[config.mk]
export PLATFORM = sky130hd
export DESIGN_NAME = pg_step_sequencer
export DESIGN_NICKNAME = d
export VERILOG_FILES = /design/src/rtl/pg_ctrl_pkg.sv /design/src/rtl/lfsr16_galois.sv /design/src/rtl/pg_step_sequencer.sv
export SDC_FILE = /design/constraint.sdc
export NUM_CORES = 1
export LEC_CHECK = 0
export ABC_AREA = 1
export CORE_UTILIZATION = 50
export DETAILED_ROUTE_END_ITERATION = 8
export PLACE_DENSITY_LB_ADDON = 0.25
export SYNTH_ARGS = -nofsm -noshare
export SYNTH_HDL_FRONTEND = slang
export SYNTH_SLANG_ARGS = --single-unit
[constraint.sdc]
create_clock -name clk -period 5.15 [get_ports clk]
set_input_delay 0.7725 -clock clk [delete_from_list [all_inputs] [get_ports clk]]
set_output_delay 0.7725 -clock clk [all_outputs]
set_load 0.02 [all_outputs]
[src/rtl/pg_ctrl_pkg.sv]
// pg_ctrl_pkg: shared state encoding, widths and LFSR step for the PG step sequencer
package pg_ctrl_pkg;
  typedef enum logic [2:0] {IDLE, READ, DECIDE, APPLY, UPDATE} state_t;
  localparam logic [15:0] LFSR_MASK = 16'hB400;
  localparam int ACT_W = 2;
  localparam int THR_W = 8;
  localparam int CNT_W = 16;
  function automatic logic [15:0] lfsr_next(input logic [15:0] v);
    return (v >> 1) ^ (v[0] ? LFSR_MASK : 16'h0000);
  endfunction
endpackage

[src/rtl/lfsr16_galois.sv]
// lfsr16_galois: 16-bit Galois right-shift LFSR that advances only when adv is high
module lfsr16_galois
  import pg_ctrl_pkg::*;
(
  input  logic        clk,
  input  logic        rst,
  input  logic        adv,
  input  logic [15:0] seed,
  output logic [15:0] q
);
  always_ff @(posedge clk or posedge rst)
    if (rst) q <= seed;
    else if (adv) q <= lfsr_next(q);
endmodule

[src/rtl/pg_step_sequencer.sv]
// pg_step_sequencer: sequences one epsilon-greedy agent step (Q read, PG decide, apply, Q update)
module pg_step_sequencer
  import pg_ctrl_pkg::*;
#(
  parameter int          PHASE_CYC = 16,
  parameter int          PG_LAT    = 2,
  parameter logic [7:0]  EPS_INIT  = 8'd230,
  parameter logic [7:0]  EPS_STEP  = 8'd1,
  parameter logic [7:0]  EPS_MAX   = 8'd255,
  parameter logic [15:0] SEED      = 16'hACE1
) (
  input  logic             clk,
  input  logic             rst,
  input  logic             start,
  input  logic             stop,
  input  logic             learning,
  input  logic [CNT_W-1:0] steps,
  output logic             q_rd_en,
  input  logic             q_rd_ack,
  output logic [ACT_W-1:0] arand_a,
  output logic [ACT_W-1:0] arand_b,
  output logic             asel_a,
  output logic             asel_b,
  input  logic [ACT_W-1:0] a_a,
  input  logic [ACT_W-1:0] a_b,
  output logic [ACT_W-1:0] act_a,
  output logic [ACT_W-1:0] act_b,
  output logic             act_valid,
  output logic             upd_en,
  input  logic             upd_done,
  output logic             busy,
  output logic             done,
  output logic [CNT_W-1:0] step_cnt,
  output logic [THR_W-1:0] greedy_thr
);
  localparam logic [15:0]      SEED_EFF = (SEED == 16'h0000) ? 16'h0001 : SEED;
  localparam logic [CNT_W-1:0] DEC_LAST = CNT_W'(PG_LAT);
  localparam logic [CNT_W-1:0] APP_LAST = CNT_W'(PHASE_CYC - 1);
  state_t           state;
  logic [15:0]      lfsr;
  logic [15:0]      lfsr_nx;
  logic [CNT_W-1:0] cnt;
  logic             stop_lat;
  logic             draw;
  logic             abort;
  logic [8:0]       thr_sum;
  logic [THR_W-1:0] thr_inc;
  always_comb begin
    draw    = (state == READ) && q_rd_ack && !stop;
    abort   = stop && (state == READ || state == DECIDE || state == APPLY);
    lfsr_nx = lfsr_next(lfsr);
    thr_sum = {1'b0, greedy_thr} + {1'b0, EPS_STEP};
    thr_inc = (thr_sum > {1'b0, EPS_MAX}) ? EPS_MAX : thr_sum[7:0];
  end
  lfsr16_galois u_lfsr (
    .clk  (clk),
    .rst  (rst),
    .adv  (draw),
    .seed (SEED_EFF),
    .q    (lfsr)
  );
  // upd_en doubles as the first-UPDATE-cycle marker, so upd_done is ignored while it is high
  always_ff @(posedge clk or posedge rst)
    if (rst) begin
      state      <= IDLE;
      cnt        <= '0;
      stop_lat   <= 1'b0;
      q_rd_en    <= 1'b0;
      arand_a    <= '0;
      arand_b    <= '0;
      asel_a     <= 1'b0;
      asel_b     <= 1'b0;
      act_a      <= '0;
      act_b      <= '0;
      act_valid  <= 1'b0;
      upd_en     <= 1'b0;
      busy       <= 1'b0;
      done       <= 1'b0;
      step_cnt   <= '0;
      greedy_thr <= EPS_INIT;
    end else begin
      done   <= 1'b0;
      upd_en <= 1'b0;
      if (abort) begin
        state     <= IDLE;
        busy      <= 1'b0;
        q_rd_en   <= 1'b0;
        act_valid <= 1'b0;
      end else begin
        case (state)
          IDLE:
            if (start && !stop) begin
              state      <= READ;
              busy       <= 1'b1;
              q_rd_en    <= 1'b1;
              step_cnt   <= '0;
              greedy_thr <= EPS_INIT;
              stop_lat   <= 1'b0;
            end
          READ:
            if (draw) begin
              state   <= DECIDE;
              q_rd_en <= 1'b0;
              cnt     <= '0;
              asel_a  <= lfsr_nx[15:8] < greedy_thr;
              asel_b  <= lfsr_nx[7:0] < greedy_thr;
              arand_a <= lfsr_nx[12:11];
              arand_b <= lfsr_nx[4:3];
            end
          DECIDE:
            if (cnt == DEC_LAST) begin
              state     <= APPLY;
              act_a     <= a_a;
              act_b     <= a_b;
              act_valid <= 1'b1;
              cnt       <= '0;
            end else cnt <= cnt + 1'b1;
          APPLY:
            if (cnt == APP_LAST) begin
              state     <= UPDATE;
              act_valid <= 1'b0;
              upd_en    <= 1'b1;
            end else cnt <= cnt + 1'b1;
          UPDATE: begin
            if (stop) stop_lat <= 1'b1;
            if (upd_done && !upd_en) begin
              step_cnt <= step_cnt + 1'b1;
              if (learning) greedy_thr <= thr_inc;
              if (stop || stop_lat) begin
                state <= IDLE;
                busy  <= 1'b0;
              end else if (steps != '0 && step_cnt + 16'd1 == steps) begin
                state <= IDLE;
                busy  <= 1'b0;
                done  <= 1'b1;
              end else begin
                state   <= READ;
                q_rd_en <= 1'b1;
              end
            end
          end
          default: state <= IDLE;
        endcase
      end
    end
endmodule

==> results.json <==
{
  "outcome": "finished clean",
  "grt_max_degree": 40,
  "dp_slack_ns": 1.77,
  "antenna_found_initial": 0,
  "synth-edff-count": 0,
  "worstMarginPinSlew_ns": 0.753,
  "ys_types": 42,
  "skew_ns": 0.0118,
  "ys_warn_count": 0,
  "grt_pass1_wl_um": 19300,
  "crit_path_max_fanout": 25,
  "std_cell_rows": 34,
  "fp.dieW_um": 98.7,
  "arrival_ns": 3.27,
  "cts_sinks": 75,
  "vdd_ir_drop_max_uv": 247,
  "gr-total-overflow": 0,
  "drt_wl_total_um": 11500,
  "avgSynthCellArea_um2": 7.63,
  "htreeDepth": 3,
  "cts_tree": "done",
  "fmax_mhz": 328,
  "p_clk_share_pct": 21.1,
  "finalMaxSlewViolations": 0,
  "drive_gt1_share_pct": 7.86,
  "dpl_cell_area_um2": 5430,
  "hold_viol": 0,
  "clkTransAtPathRegs_ns": 0.09,
  "ys.flop_type": "dfrtp_1",
  "cts_max_path_buffers": 2,
  "vias_per_cell": 5.51,
  "ctsResizeCount": 0,
  "syn-cell-area_um2": 4670,
  "drtPass1Iterations": 4,
  "gp_congestion": 0.966,
  "clock_latency_ns": 0.36,
  "layout_setup_ws_ns": 2.10,
  "switching_share_pct": 41.4,
  "period_share_pct": 59.2,
  "die_h_um": 98.7,
  "end_kind": "flop",
  "p_int_mw": 1.18,
  "final_util_pct": 63.1,
  "power_switching_mw": 0.837,
  "start_util_pct": 52.5,
  "final_common_cell": "nand2_1",
  "hold_path.class": "reg -> reg",
  "seq_power_share_pct": 40.5,
  "root_buffer": "clkbuf_8",
  "maxCapViolations": 0,
  "min_period_ns": 3.05,
  "synth_cells": 612,
  "rsz0062_at_grt": "no",
  "diodes": 0,
  "hpwl_um": 8610,
  "combPwrFrac_pct": 38.4,
  "synth_seq_cells": 75,
  "vias": 4377,
  "worstSetupStartpointType": "primary input",
  "syn_nets": 658,
  "avgRoutedWirePerCell_um": 14.4,
  "power.density_nw_per_um2": 360,
  "finalSetupTns_ns": 0,
  "drc": 0,
  "fin_area_um2": 5610,
  "setup_viol": 0,
  "post_cts_buffers": 0,
  "grt_pass1_vias": 4242,
  "yosysSeqAreaShare_pct": 40.5,
  "core_um2": 8890,
  "drt_iter0_drc": 219,
  "cp_data_required_time_ns": 5.37,
  "drtAntennaViolNets": 0,
  "max_slew_margin_pct": 49.7,
  "mostFrequentLayoutCells": "nand2_1, inv_1, clkdlybuf4s50_1",
  "die_area_um2": 9730,
  "pin_count": 66,
  "ctsHoldBuffers": 0,
  "cts_buffers": 9,
  "port_buffers": 65,
  "nets": 728,
  "crit_type": "in -> reg",
  "grt_usage_pct": 25.0,
  "synthToLayoutAreaGrowth_pct": 20.1,
  "async_flop_share_pct": 100,
  "leakage_nw": 2.61
}
## state kept, by name, summed over array words and instances (netlist names)
signal and cells:
act_a 2, act_b 2, act_valid 1, arand_a 2, arand_b 2, asel_a 1
asel_b 1, busy 1, cnt 16, done 1, greedy_thr 8, q_rd_en 1
state 3, step_cnt 16, stop_lat 1, u_lfsr.q 16, upd_en 1
## cell usage after synthesis (2+ instances only)
cell / instances / area, um^2
a211oi_1: 2 / 15.0
a21oi_1: 19 / 95.1
a22oi_1: 2 / 15.0
a31oi_1: 2 / 12.5
clkbuf_1: 3 / 11.3
dfrtp_1: 62 / 1550
dfstp_2: 13 / 342
ha_1: 19 / 238
inv_1: 73 / 274
inv_2: 6 / 22.5
mux2_2: 4 / 45.0
nand2_1: 174 / 653
nand3_1: 50 / 250
nand3b_1: 5 / 37.5
nand4_1: 20 / 125
nor2_1: 45 / 169
nor2_2: 4 / 25.0
nor2_8: 2 / 40.0
nor3_1: 15 / 75.1
nor3b_1: 2 / 15.0
nor4_1: 3 / 18.8
o211ai_1: 2 / 15.0
o21a_1: 4 / 30.0
o21ai_0: 34 / 170
o22ai_1: 10 / 62.6
o31ai_1: 4 / 30.0
xor2_1: 18 / 158
## layout make-up
class	count	area (um^2)
repair buffers	66	658
clock inverters	7	60.1
well taps	108	135
flip-flops and latches	75	1890
multi-input cells	451	2440
inverters	79	297
fillers	768	3280
clock buffers	9	124
## metal layers
layer	wire [um]	global-route usage, %	vias to the layer above
met5	0	0	-
met4	166	8.73	0
met3	542	5.04	11
met2	5380	39.4	117
met1	5360	34.4	2075
li1	-	-	2174
## kinds of logic after synthesis
family,synth area share (%)
xor gates and xnor gates,4.55
muxes,0.964
AOI/OAI and AO/OA,10.6
and+or+nand+nor,31.1
adders and majority gates,5.09
buffers and inverters,7.18
DFF,40.5
## power by group through the flow
| stage | clock network [mW] | logic (mW) | registers, mW |
|---|---|---|---|
| 6_report | 0.426 | 0.775 | 0.819 |
| 3_5_place_dp | 0 | 0.768 | 0.827 |
| 5_1_grt | 0.464 | 0.865 | 0.835 |
| 3_3_place_gp | 0 | 0.745 | 0.825 |
| 4_1_cts | 0.440 | 0.772 | 0.818 |
| 2_1_floorplan | 0 | 0.503 | 0.852 |
## through the flow
step | std cells | power [mW] | hold WS [ns]
CTS | 795 | 2.03 | 0.478
global route | 795 | 2.16 | 0.502
floorplan | 612 | 1.36 | 0.450
detailed placement | 779 | 1.59 | 0.461
finish | 795 | 2.02 | 0.476
global placement | 779 | 1.57 | 0.457
## worst paths after layout
check / cells past startpoint / start / slack (ns) / to
max in group asynchronous: 3 / rst / 3.29 / cnt[12]
worst min register to register: 2 / u_lfsr.q[13] / 0.48 / u_lfsr.q[13]
worst max register to register: 9 / step_cnt[0] / 2.56 / done
worst min-delay path: 2 / u_lfsr.q[13] / 0.48 / u_lfsr.q[13]
worst max-delay path: 11 / stop / 2.10 / cnt[5]
min in group asynchronous: 2 / rst / 0.86 / arand_b[1]
## worst max-delay path, cell delays in order
cell	delay, ns
clkdlybuf4s50_1	0.49
inv_1	0.16
nand2_1	0.14
nor2_8	0.26
inv_2	0.23
a211oi_2	0.30
nand2_2	0.25
inv_2	0.28
nand2_1	0.14
nor3_1	0.17
a211oi_1	0.07
(Power assumes the default switching activity.)
